<file path="src/rtl/cond_pkg.sv">
// Shared condition-code encodings and NZCV / FlagW bit positions for the
// condition unit and anything else that evaluates ARM condition fields.
package cond_pkg;

    localparam logic [3:0] COND_EQ = 4'h0;
    localparam logic [3:0] COND_NE = 4'h1;
    localparam logic [3:0] COND_CS = 4'h2;
    localparam logic [3:0] COND_CC = 4'h3;
    localparam logic [3:0] COND_MI = 4'h4;
    localparam logic [3:0] COND_PL = 4'h5;
    localparam logic [3:0] COND_VS = 4'h6;
    localparam logic [3:0] COND_VC = 4'h7;
    localparam logic [3:0] COND_HI = 4'h8;
    localparam logic [3:0] COND_LS = 4'h9;
    localparam logic [3:0] COND_GE = 4'hA;
    localparam logic [3:0] COND_LT = 4'hB;
    localparam logic [3:0] COND_GT = 4'hC;
    localparam logic [3:0] COND_LE = 4'hD;
    localparam logic [3:0] COND_AL = 4'hE;
    localparam logic [3:0] COND_NV = 4'hF;

    localparam int FLAG_N = 3;
    localparam int FLAG_Z = 2;
    localparam int FLAG_C = 1;
    localparam int FLAG_V = 0;

    localparam int FLAGW_NZ = 1;
    localparam int FLAGW_CV = 0;

endpackage

</file>
<file path="src/rtl/cond_check.sv">
// Purely combinational ARM condition evaluator: Cond x NZCV -> pass/fail.
// Also used by the decoder's branch-prediction stub.
module cond_check
    import cond_pkg::*;
(
    input  logic [3:0] Cond,
    input  logic [3:0] Flags,
    output logic       CondRaw
);

    logic n, z, c, v, ge;

    assign n  = Flags[FLAG_N];
    assign z  = Flags[FLAG_Z];
    assign c  = Flags[FLAG_C];
    assign v  = Flags[FLAG_V];
    assign ge = (n == v);

    always_comb begin
        CondRaw = 1'b1;
        case (Cond)
            COND_EQ: CondRaw = z;
            COND_NE: CondRaw = ~z;
            COND_CS: CondRaw = c;
            COND_CC: CondRaw = ~c;
            COND_MI: CondRaw = n;
            COND_PL: CondRaw = ~n;
            COND_VS: CondRaw = v;
            COND_VC: CondRaw = ~v;
            COND_HI: CondRaw = c & ~z;
            COND_LS: CondRaw = ~c | z;
            COND_GE: CondRaw = ge;
            COND_LT: CondRaw = ~ge;
            COND_GT: CondRaw = ~z & ge;
            COND_LE: CondRaw = z | ~ge;
            // AL and the NV encoding both execute unconditionally
            default: CondRaw = 1'b1;
        endcase
    end

endmodule

</file>
<file path="src/rtl/cond_unit.sv">
// Architectural NZCV register, condition evaluation and write-enable gating.
// Define COND_STATS_EN to add the ExecCount/SkipCount statistics outputs.
module cond_unit
    import cond_pkg::*;
#(
    parameter int MULTICYCLE = 0,
    parameter int CNT_W      = 16
) (
    input  logic             clk,
    input  logic             reset,
    input  logic [3:0]       Cond,
    input  logic [3:0]       ALUFlags,
    input  logic [1:0]       FlagW,
    input  logic             PCS,
    input  logic             RegW,
    input  logic             MemW,
    input  logic             NoWrite,
    input  logic             CondLatch,
`ifdef COND_STATS_EN
    output logic [CNT_W-1:0] ExecCount,
    output logic [CNT_W-1:0] SkipCount,
`endif
    output logic             PCSrc,
    output logic             RegWrite,
    output logic             MemWrite,
    output logic [3:0]       Flags,
    output logic             CondEx
);

    logic cond_raw;
    logic cond_ex_r;
    logic strobe;

    cond_check u_cond_check (
        .Cond    (Cond),
        .Flags   (Flags),
        .CondRaw (cond_raw)
    );

    // In multicycle mode the pass/fail is frozen at decode and reused by later steps
    assign strobe = (MULTICYCLE != 0) ? CondLatch : 1'b1;
    assign CondEx = (MULTICYCLE != 0) ? cond_ex_r : cond_raw;

    always_ff @(posedge clk) begin
        if (reset) begin
            cond_ex_r <= 1'b0;
        end else if (CondLatch) begin
            cond_ex_r <= cond_raw;
        end
    end

    // Flag writes see the pre-edge CondEx, so a same-edge latch cannot gate itself
    always_ff @(posedge clk) begin
        if (reset) begin
            Flags <= 4'b0000;
        end else begin
            if (FlagW[FLAGW_NZ] && CondEx)
                Flags[FLAG_N:FLAG_Z] <= ALUFlags[FLAG_N:FLAG_Z];
            if (FlagW[FLAGW_CV] && CondEx)
                Flags[FLAG_C:FLAG_V] <= ALUFlags[FLAG_C:FLAG_V];
        end
    end

    assign PCSrc    = PCS & CondEx;
    assign RegWrite = RegW & CondEx & ~NoWrite;
    assign MemWrite = MemW & CondEx;

`ifdef COND_STATS_EN
    function automatic logic [CNT_W-1:0] sat_inc(input logic [CNT_W-1:0] x);
        return (&x) ? x : x + 1'b1;
    endfunction

    always_ff @(posedge clk) begin
        if (reset) begin
            ExecCount <= '0;
            SkipCount <= '0;
        end else if (strobe) begin
            if (cond_raw)
                ExecCount <= sat_inc(ExecCount);
            else
                SkipCount <= sat_inc(SkipCount);
        end
    end
`else
    logic unused_strobe;
    assign unused_strobe = strobe;
`endif

endmodule

</file>
<file path="config.mk">
export PLATFORM = sky130hd
export DESIGN_NAME = cond_unit
export DESIGN_NICKNAME = d
export VERILOG_FILES = /design/src/rtl/cond_pkg.sv /design/src/rtl/cond_check.sv /design/src/rtl/cond_unit.sv
export SDC_FILE = /design/constraint.sdc
export NUM_CORES = 1
export LEC_CHECK = 0
export ABC_CLOCK_PERIOD_IN_PS = 3000
export BUFFER_PORTS_ARGS = -buffer_cell sky130_fd_sc_hd__buf_2
export CELL_PAD_IN_SITES_DETAIL_PLACEMENT = 0
export CELL_PAD_IN_SITES_GLOBAL_PLACEMENT = 1
export CORE_AREA = 3 3 40 42
export CTS_BUF_LIST = sky130_fd_sc_hd__clkbuf_4
export DETAILED_ROUTE_END_ITERATION = 10
export DIE_AREA = 0 0 43 45
export GPL_ROUTABILITY_DRIVEN = 0
export PLACE_DENSITY_LB_ADDON = 0.1
export REMOVE_ABC_BUFFERS = 1
export SLEW_MARGIN = 0
export SYNTH_ARGS = -nofsm -noshare
export SYNTH_HDL_FRONTEND = slang
export SYNTH_HIERARCHICAL = 1
export SYNTH_SLANG_ARGS = --single-unit
</file>
<file path="constraint.sdc">
create_clock -name clk -period 3 [get_ports clk]
set_input_delay 0.6 -clock clk [delete_from_list [all_inputs] [get_ports clk]]
set_output_delay 0.6 -clock clk [all_outputs]
set_load 0.05 [all_outputs]
</file>
==> impl_metrics.env <==
export IMPL_cts_buffer_depth=2
export IMPL_rsz0062_at_grt="no"
export IMPL_syn_cell_area_sq_um=359
export IMPL_synth_most_common_cell="a21oi_1"
export IMPL_synth_top_area_share_pct=22.3
export IMPL_avgSynthCellArea_sq_um=8.16
export IMPL_grt_overflow_total=0
export IMPL_initial_core_util_pct=27.9
export IMPL_p_total_w=0.000231
export IMPL_cts_resized=0
export IMPL_cts_hold_buf=0
export IMPL_min_period_over_period_pct=87.1
export IMPL_io_buffers=23
export IMPL_p_leak_nw=0.247
export IMPL_slowest_delay_ns=0.28
export IMPL_vias_per_cell=4.70
export IMPL_ys_seq_area_share_pct=22.3
export IMPL_top_regs="Flags (4)"
export IMPL_worstSetupPathType="input pin to primary output"
export IMPL_ios=25
export IMPL_grt_max_degree=10
export IMPL_n_antenna_cell=0
export IMPL_top_register="Flags"
export IMPL_period_needed_ns=2.61
export IMPL_drc=0
export IMPL_worstSkewPairLatency_ns=0.23
export IMPL_synth_top_area_cell="dfxtp_1"
export IMPL_ir_worst_vdd_mv=0.161
export IMPL_wl_per_cell_um=11.1
export IMPL_hold_violations=0
export IMPL_critPathTopFamily="compound AO/OA/AOI/OAI gates"
export IMPL_synth_enable_flop_cells=0
export IMPL_report_final_setup_viol=0
export IMPL_cts_buffers_inserted=3
export IMPL_h_tree_depth=1
export IMPL_tritoncts="yes"
export IMPL_die_area_sq_um=1940
export IMPL_ys_top_cells_by_count="a21oi_1, dfxtp_1, nand3_1, xnor2_1"
export IMPL_ant_nets=0
export IMPL_drt_pass1_iterations=4
export IMPL_ys_warn_count=6
export IMPL_slowest_stage="a211o_1"
export IMPL_max_freq_mhz=383
export IMPL_core_area_sq_um=1280
export IMPL_tightest_slew_ns=0.269
export IMPL_clkSinkCount=4
export IMPL_worstPathRequired_ns=2.40
export IMPL_drive_gt1_share_pct=46.4
export IMPL_synth_cell_types=23
export IMPL_start_kind="input pin"
export IMPL_via_count=395
export IMPL_synth_fa_ha_area_share_pct=0
export IMPL_synth_cells=44
export IMPL_path_common_cell="buf_2"
export IMPL_ys_ff_latch=4
export IMPL_synthSimpleGateAreaFrac_pct=25.8
export IMPL_critical_path_cell_chain="buf_2 > mux2i_1 > xnor2_1 > o32ai_1 > a211o_1 > and2_2 > buf_2"
export IMPL_fin_skew_ns=0.00345
export IMPL_synth_compound_area_share_pct=33.8
export IMPL_track_usage_pct=9.98
export IMPL_wl_um=936
export IMPL_grt_pass1_wl_um=1440
export IMPL_synthMuxAreaShare_pct=2.79
export IMPL_hold_path_class="input pin to flop"
export IMPL_clk_pin_slew_ns=0.04
export IMPL_drt_iter0_markers=3
export IMPL_synth_top_family_by_area="compound AO/OA/AOI/OAI gates"
export IMPL_whs_ns=0.582
export IMPL_die_h_um=45
export IMPL_end_kind="primary output"
export IMPL_synth_xor_area_share_pct=9.76
export IMPL_die_width_um=43
export IMPL_grt_pass1_vias=340
export IMPL_largest_reg_flops=4
export IMPL_p_per_area_nw_per_um2=455
export IMPL_slew_limit_headroom_pct=82.0
export IMPL_fill_cells=144
export IMPL_synth_area_leaders="dfxtp_1, xnor2_1, a21bo_1"
export IMPL_antenna_found_initial=0
export IMPL_status="finished clean"
export IMPL_post_cts_setup_buffer_count=0
export IMPL_slew_viol_final=0
export IMPL_nets=88
export IMPL_root_buffer="clkbuf_4"
export IMPL_critPathBufInv=2
export IMPL_crit_arrival_ns=2.01
export IMPL_dp_hpwl_um=727
export IMPL_maxCapViolCount=0
export IMPL_area_growth_pct=41.1
export IMPL_worst_path_max_fanout=8
export IMPL_postSynth_asyncResetShare_pct=0
export IMPL_synth_ff_type="dfxtp_1"
export IMPL_num_rows=13
==> stage by stage <==
stage | cells | utilization, % | setup TNS (ns) | area, sq um | setup WS [ns]
2_1_floorplan | 42 | - | -0.0881 | 343 | -0.0881
3_3_place_gp | 81 | 37.7 | 0 | 484 | 0.402
3_5_place_dp | 81 | 37.7 | 0 | 484 | 0.390
4_1_cts | 84 | 39.4 | 0 | 507 | 0.390
5_1_grt | 84 | 39.4 | 0 | 507 | 0.256
6_report | 84 | 39.4 | 0 | 507 | 0.387
==> kinds of logic after synthesis <==
kind of cell / count (synthesis)
muxes: 1
DFF: 4
AOI/OAI and AO/OA: 16
xor gates and xnor gates: 4
and+or+nand+nor: 16
buffers and inverters: 3
==> layout by cell type, fill, tap and decap left out, drive strengths merged, types with 2 or more instances in the layout <==
| cell type | Yosys | routed |
|---|---|---|
| a21oi | 6 | 6 |
| nor2b | 2 | 2 |
| nand2 | 3 | 3 |
| nor3b | 2 | 2 |
| clkbuf | 0 | 3 |
| and2 | 2 | 2 |
| dfxtp | 4 | 4 |
| nand3 | 4 | 4 |
| buf | 2 | 24 |
| a21bo | 4 | 4 |
| xnor2 | 4 | 4 |
==> where the power goes <==
part           leakage, nW  internal (W)  switching [W]
combinational        0.201     0.0000378      0.0000655
clock               0.0138     0.0000446      0.0000202
sequential          0.0327     0.0000573     0.00000529
total                0.247      0.000140      0.0000909
==> metal layers <==
metal / vias to the layer above / share of wire, % / wire, um / GRT usage, %
met4: 0 / 0.64 / 6 / 5.42
li1: 210 / - / - / -
met2: 16 / 45 / 419 / 16.2
met5: - / 0 / 0 / 0
met3: 2 / 8.5 / 80 / 2.39
met1: 167 / 46 / 431 / 12.2
==> path summary, 6_finish.rpt <==
path                               from               endpoint  slack, ns  depth (start not counted)
setup / recovery                Cond[1]               MemWrite       0.39                          7
hold / removal                    reset  Flags[1]$_SDFFE_PP0P_       0.58                          2
setup reg to reg  Flags[3]$_SDFFE_PP0P_  Flags[1]$_SDFFE_PP0P_       1.21                          7
hold reg to reg   Flags[1]$_SDFFE_PP0P_  Flags[1]$_SDFFE_PP0P_       0.60                          2
==> layout make-up <==
class                      count  area (sq um)  share of cell area, %
tap                           15          18.8                   3.70
multi-input combinational     37           259                   51.1
timing repair buffer          24           123                   24.2
inverter                       1          3.75                  0.741
sequential                     4          80.1                   15.8
clock buffer                   3          22.5                   4.44
(Power assumes the default switching activity.)
